--- src/rtl/fpnew_pkg.sv ---
// Shared types and constants for the FPNEW request path: the issue-buffer
// request struct, its field enums and the issue-buffer depth ceiling.
package fpnew_pkg;

    localparam int unsigned ISSUE_BUF_MAX_DEPTH = 16;
    localparam int unsigned FPNEW_WIDTH         = 32;
    localparam int unsigned FPNEW_TAG_W         = 8;

    typedef enum logic [2:0] {
        RNE = 3'd0, RTZ = 3'd1, RDN = 3'd2, RUP = 3'd3, RMM = 3'd4, DYN = 3'd7
    } roundmode_e;

    typedef enum logic [3:0] {
        FMADD = 4'd0, FNMSUB = 4'd1, ADD = 4'd2, MUL = 4'd3, DIV = 4'd4,
        SQRT = 4'd5, SGNJ = 4'd6, MINMAX = 4'd7, CMP = 4'd8, CLASSIFY = 4'd9,
        F2F = 4'd10, F2I = 4'd11, I2F = 4'd12
    } operation_e;

    typedef enum logic [2:0] {
        FP32 = 3'd0, FP64 = 3'd1, FP16 = 3'd2, FP8 = 3'd3, FP16ALT = 3'd4
    } fp_format_e;

    typedef enum logic [1:0] {
        INT8 = 2'd0, INT16 = 2'd1, INT32 = 2'd2, INT64 = 2'd3
    } int_format_e;

    // The tag field is a fixed-width carrier; narrower TagType values ride in its low bits.
    typedef struct packed {
        logic [2:0][FPNEW_WIDTH-1:0] operands;
        roundmode_e                  rnd_mode;
        operation_e                  op;
        logic                        op_mod;
        fp_format_e                  src_fmt;
        fp_format_e                  dst_fmt;
        int_format_e                 int_fmt;
        logic                        vectorial_op;
        logic [FPNEW_TAG_W-1:0]      tag;
    } fpnew_req_t;

endpackage

--- src/rtl/fpnew_issue_buffer.sv ---
// Circular request FIFO in front of the FPU input handshake.
// Optional FPNEW_ISSUE_BUF_FALLTHROUGH_EN lets an empty buffer forward the request combinationally.
module fpnew_issue_buffer
    import fpnew_pkg::*;
#(
    parameter int unsigned Width   = 32,
    parameter int unsigned Depth   = 4,
    parameter type         TagType = logic
) (
    input  logic                       clk_i,
    input  logic                       rst_i,
    input  fpnew_req_t                 in_req_i,
    input  logic                       in_valid_i,
    output logic                       in_ready_o,
    input  logic                       flush_i,
    output fpnew_req_t                 out_req_o,
    output logic                       out_valid_o,
    input  logic                       out_ready_i,
    output logic [$clog2(Depth+1)-1:0] count_o,
    output logic                       busy_o
);

    localparam int unsigned PtrW = $clog2(Depth);
    localparam int unsigned CntW = $clog2(Depth+1);

    if (Width != FPNEW_WIDTH || $bits(TagType) > FPNEW_TAG_W ||
        Depth < 2 || Depth > ISSUE_BUF_MAX_DEPTH) begin : g_cfg_check
        $error("fpnew_issue_buffer: unsupported Width, TagType or Depth");
    end

    fpnew_req_t        r_mem [Depth];
    logic [PtrW-1:0]   r_wptr;
    logic [PtrW-1:0]   r_rptr;
    logic [CntW-1:0]   r_count;

    logic              w_in_ready;
    logic              w_out_valid;
    fpnew_req_t        w_out_req;
    logic              w_push;
    logic              w_pop;
    logic              w_empty;
    logic [PtrW-1:0]   w_wptr_inc;
    logic [PtrW-1:0]   w_rptr_inc;
    logic [CntW-1:0]   w_count_nxt;

    // Handshake decode; readiness depends only on occupancy and flush, never on out_ready_i.
    always_comb begin
        w_empty     = (r_count == '0);
        w_in_ready  = (r_count < CntW'(Depth)) && !flush_i;
`ifdef FPNEW_ISSUE_BUF_FALLTHROUGH_EN
        w_out_valid = (!w_empty || in_valid_i) && !flush_i;
        w_out_req   = w_empty ? in_req_i : r_mem[r_rptr];
`else
        w_out_valid = !w_empty && !flush_i;
        w_out_req   = r_mem[r_rptr];
`endif
        w_push      = in_valid_i && w_in_ready;
        w_pop       = w_out_valid && out_ready_i;
        w_wptr_inc  = (r_wptr == PtrW'(Depth-1)) ? '0 : r_wptr + PtrW'(1);
        w_rptr_inc  = (r_rptr == PtrW'(Depth-1)) ? '0 : r_rptr + PtrW'(1);
        case ({w_push, w_pop})
            2'b10:   w_count_nxt = r_count + CntW'(1);
            2'b01:   w_count_nxt = r_count - CntW'(1);
            default: w_count_nxt = r_count;
        endcase
    end

    // Pointer and occupancy state; a fall-through bypass advances both pointers together.
    always_ff @(posedge clk_i or posedge rst_i) begin
        if (rst_i) begin
            r_wptr  <= '0;
            r_rptr  <= '0;
            r_count <= '0;
        end else if (flush_i) begin
            r_wptr  <= '0;
            r_rptr  <= '0;
            r_count <= '0;
        end else begin
            r_wptr  <= w_push ? w_wptr_inc : r_wptr;
            r_rptr  <= w_pop  ? w_rptr_inc : r_rptr;
            r_count <= w_count_nxt;
        end
    end

    // Entry storage carries no reset; only the pointers decide what is live.
    always_ff @(posedge clk_i) begin
        if (w_push) begin
            r_mem[r_wptr] <= in_req_i;
        end
    end

    assign in_ready_o  = w_in_ready;
    assign out_valid_o = w_out_valid;
    assign out_req_o   = w_out_req;
    assign count_o     = r_count;
    assign busy_o      = !w_empty;

endmodule

--- config.mk ---
export PLATFORM = sky130hd
export DESIGN_NAME = fpnew_issue_buffer
export DESIGN_NICKNAME = d
export VERILOG_FILES = /design/src/rtl/fpnew_pkg.sv /design/src/rtl/fpnew_issue_buffer.sv
export SDC_FILE = /design/constraint.sdc
export NUM_CORES = 1
export LEC_CHECK = 0
export ABC_AREA = 1
export BUFFER_PORTS_ARGS = -buffer_cell sky130_fd_sc_hd__buf_4
export CAP_MARGIN = 20
export CORE_MARGIN = 2
export CORE_UTILIZATION = 57
export DETAILED_ROUTE_END_ITERATION = 16
export PLACE_DENSITY = 0.79
export SYNTH_ARGS = -nofsm -noshare
export SYNTH_HDL_FRONTEND = slang
export SYNTH_SLANG_ARGS = --single-unit
--- constraint.sdc ---
create_clock -name clk_i -period 7.1 [get_ports clk_i]
set_clock_uncertainty 0.1 [all_clocks]
set_input_delay 0.71 -clock clk_i [delete_from_list [all_inputs] [get_ports clk_i]]
set_output_delay 0.71 -clock clk_i [all_outputs]
set_load 0.05 [all_outputs]
; Word-level counts from Yosys, hierarchy flattened
; Memories as Yosys holds them, arrays and structs flattened.
; Cells that the tools add are included.
[word_totals]
elab_cells = 33
reg_bits = 7
ramBits = 484
input_bits = 126
mem_count = 1
[memory_table]
columns = name, depth, width, read_ports, rd_ports_with_merged_regs, write_ports, line_no
row1 = r_mem, 4, 121, 1, 0, 1, fpnew_issue_buffer.sv:31  ; fpnew_req_t r_mem [Depth];
[classes]
n_addsub = 4
muxes = 10
order_cmp = 1
n_eq_ne = 4
reduce_logical = 10
[ops]
columns = op, n
row1 = two-way mux 2 bit, 6
row2 = equality test 2 bit (second input constant), 3
row3 = one-hot mux 3 bit (2 select lines), 1
row4 = adder 2 x 1 -> 2 bit (second input constant), 2
row5 = logical AND 1 bit, 4
row6 = nonzero test 2 bit, 2
row7 = adder 3 x 1 -> 3 bit (second input constant), 1
row8 = zero test 3 bit, 1
row9 = < comparator 3 bit (second input constant), 1
row10 = two-way mux 3 bit, 1
row11 = nonzero test 3 bit, 1
row12 = subtractor 3 x 1 -> 3 bit (second input constant), 1
row13 = equality test 2 x 1 -> 1 bit (second input constant), 1
row14 = zero test 1 bit, 2
row15 = two-way mux 1 bit, 2

; Logic depth before layout (Yosys ltp)
[depth]
ltp_word = 7
depth_mapped = 10
mapped_depth_nobuf = 10

; Worst setup path before layout
; No wires, ideal clock.
[synth_path]
path_type = input -> register
from = input flush_i
to = memory r_mem[0][0] (netlist bit) (enable)
slack_ns = -0.348
arrival_time_ns = 6.745
stages = 3
path_buffers = 0
path_cell_list = nor2_1 -> nand2_2 -> nor2_1
[synth_between]
elab_chain_cells = 5
[synth_lines]
columns = element, line_no
row1 = "start, declared", fpnew_issue_buffer.sv:15  ; input logic flush_i,
row2 = zero test 1 bit, fpnew_issue_buffer.sv:49  ; w_in_ready = (r_count < CntW'(Depth)) && !flush_i;
row3 = logical AND 1 bit, fpnew_issue_buffer.sv:49
row4 = logical AND 1 bit, fpnew_issue_buffer.sv:57  ; w_push = in_valid_i && w_in_ready;
row5 = two-way mux 1 bit, fpnew_issue_buffer.sv:87  ; if (w_push) begin
row6 = two-way mux 1 bit (not written as such), fpnew_issue_buffer.sv:88  ; r_mem[r_wptr] <= in_req_i;
row7 = "end, declared", fpnew_issue_buffer.sv:31
; Every way passes these cells.

==> impl_results.md <==
* Via density at 5.77
* Largest net degree at the start of global routing at 113
* Finish-stage setup viols at 0
* Critical path class: reg2out
* Drt total wl at 38,600 µm
* Most common cell in the netlist: edfxtp_1
* GRT overflow at 0
* Num CTS Buffers at 46
* Die width at 184 µm
* Mapped Cells at 1,234
* Post-synth ARST share at 0.0143
* CP Data Required Time at 6.29 ns
* Crit Path Max Fanout at 112
* Placed cell area at 20,400 µm²
* Footprint of the multi-input gates at 3160 µm²
* Cell row count at 65
* Io pins at 253
* Crit-path cells: inv_6, buf_4, o21ai_0, o22ai_1, buf_4
* H-tree depth at 2
* Fin crit share at 0.592
* Mean Syn Cell Area at 14.9 µm²
* P_leak at 7.62 nW
* DRT iter0 DRCs at 1,086
* Area of the core at 31,700 µm²
* Clock Sinks at 491
* Setup WS post-layout at 2.90 ns
* Reg clk slew, reported paths at 0.06 ns
* Post-DP HPWL at 21,400 µm
* First-pass GRT wire length at 58,500 µm
* Power per Cell Area at 387 nW/µm²
* Antenna violations before repair at 2
* Pre-antenna DRT Iters at 5
* Final hold violation count at 0
* Maximum vdd drop at 0.336 mV
* Reg2Reg Depth at 4
* Slew @ Worst Pin at 1.06 ns
* WP data arrival at 3.39 ns
* Sequential Area at 14,700 µm²
* Top post-synthesis cells by count: edfxtp_1, nor2_1, o21ai_0
* Pins Over Slew Limit at 0
* Yosys top cell by area: edfxtp_1
* CP endpoint kind: output pin
* Post-CTS Hold Buffers at 0
* DR DRC count at 0
* Worst slack at placement at 3.49 ns
* Worst hold slack at 0.0207 ns
* Setup Buffers After CTS at 0
* Crit path max-delay family: buffers and inverters
* Vias at 11,000
* Mapped Area at 18,400 µm²
* Ranking of synthesized cells by area: edfxtp_1, o21ai_0, nor2_1
* Port bufs at 252
* Area fraction of the dominant cell type after synthesis at 0.788
* Drt wl/cell at 20.3 µm
* Initial Util at 0.581
* Number of global-route vias before repair at 10,900
* Synth-to-layout area growth at 18.7%
* Startpoint types: flop
* Layout cells sized above 1 at 0.225
* Unrepaired setup endpoints after global routing: false
* CTS Root Cell: clkbuf_16
* Sequential area share after synthesis at 0.798
* Post-DRT Antenna Nets at 0
* Die area at 33,800 µm²
* Slew headroom at 0.296
* YS warnings at 0
* Distinct cells, synth at 24
* Post-route cell area at 21,900 µm²
* Clk_lat worst skew at 0.54 ns
* Mapped Nets at 1,365
* Worst min-delay path class: in2async
* Chip Height at 184 µm
* Total of max-cap violations at 0
* Crit path depth at 5
* Post-synth EDFFs at 484
* CTS Buffer Depth at 3
* GP Congestion at 0.757
* CTS tree: done
* Final min period at 4.20 ns
* Worst stage delay on the critical path at 0.72 ns
* Flops & latches, synth at 491
* CP Buf/Inv Count at 3
* GR Util All Layers at 0.225
* PostCTS Resize Cnt at 0
* Status: complete, no violations
* CP most frequent cell: buf_4
* Filler cells at 2,094
* Synth Flop Type: edfxtp_1
* Nets at 1,598
* Slowest cell on the critical path: buf_4
* Max Fclk at 238 MHz
## metal layers
layer | wire (µm) | GRT usage | vias to the layer above | part of all wire
li1 | - | - | 5119 | -
met1 | 15000 | 0.285 | 5390 | 0.39
met2 | 19100 | 0.378 | 409 | 0.49
met3 | 3340 | 0.0608 | 79 | 0.086
met4 | 1220 | 0.0774 | 2 | 0.031
met5 | 12 | 0 | - | 0.00031
## through the flow
step	utilization	total power (W)	cells	TNS [ns]
floorplan	-	0.00549	1234	-168.32
global placement	0.644	0.00615	1821	0
detailed placement	0.644	0.00621	1821	0
CTS	0.690	0.00854	1904	0
global route	0.690	0.00881	1905	0
finish	0.690	0.00848	1905	0
## final timing paths
check	startpoint	end	slack [ns]
max in group asynchronous	rst_i	r_rptr[1]	6.61
max	r_rptr[0]	out_req_o[43]	2.90
min reg2reg	count_o[0]	count_o[0]	0.47
min in group clk_i	in_req_i[108]	r_mem[0][108]	0.26
max reg2reg	count_o[2]	r_mem[3][25]	4.11
min	rst_i	count_o[2]	0.02
## sequential cells by signal (all words and copies together) (netlist names)
signal and cells:
r_wptr 2, r_rptr 2, count_o 3, r_mem 484
## kinds of logic (layout without fill, tap and decap cells)
family | count (synthesis) | count (layout) | share of synthesized area
flip-flops | 491 | 491 | 0.798
AO/OA/AOI/OAI | 372 | 372 | 0.109
AND/OR/NAND/NOR | 271 | 271 | 0.0560
buffers and inverters | 94 | 362 | 0.0326
adder cells (fa/ha/maj) | 5 | 5 | 0.00380
XOR/XNOR | 1 | 1 | 0.000475
other | 0 | 1 | 0
## power breakdown
part	leakage (nW)	internal, W	switching, W	total (W)
sequential	4.48	0.00339	0.0000823	0.00347
clock	0.710	0.00136	0.000984	0.00235
combinational	2.43	0.000682	0.00198	0.00267
total	7.62	0.00543	0.00305	0.00848
## cell usage in the layout, fill, tap and decap left out, types with 11 or more instances in the layout
cell,count
edfxtp_1,484
clkbuf_16,49
nand2_1,16
o21ai_0,207
clkbuf_1,11
buf_4,264
inv_1,12
o21ai_1,41
nor2_1,246
o22ai_1,121
## worst register-to-register path, delay by kind of cell, from the launching register on
| kind | cells | cell delay [ns] |
|---|---|---|
| AND/OR/NAND/NOR | 3 | 1.06 |
| flip-flops | 1 | 0.43 |
| buffers and inverters | 1 | 0.90 |
## final cells by class
cell class | count | share of cell area
flip-flops and latches | 491 | 0.672
clock inverters | 23 | 0.00823
inverters | 14 | 0.00274
well taps | 402 | 0.0230
clock buffers | 60 | 0.0579
multi-input cells | 649 | 0.144
diodes | 1 | 0.000114
repair buffers | 265 | 0.0915
No activity file was read; power rests on OpenSTA's default activity.
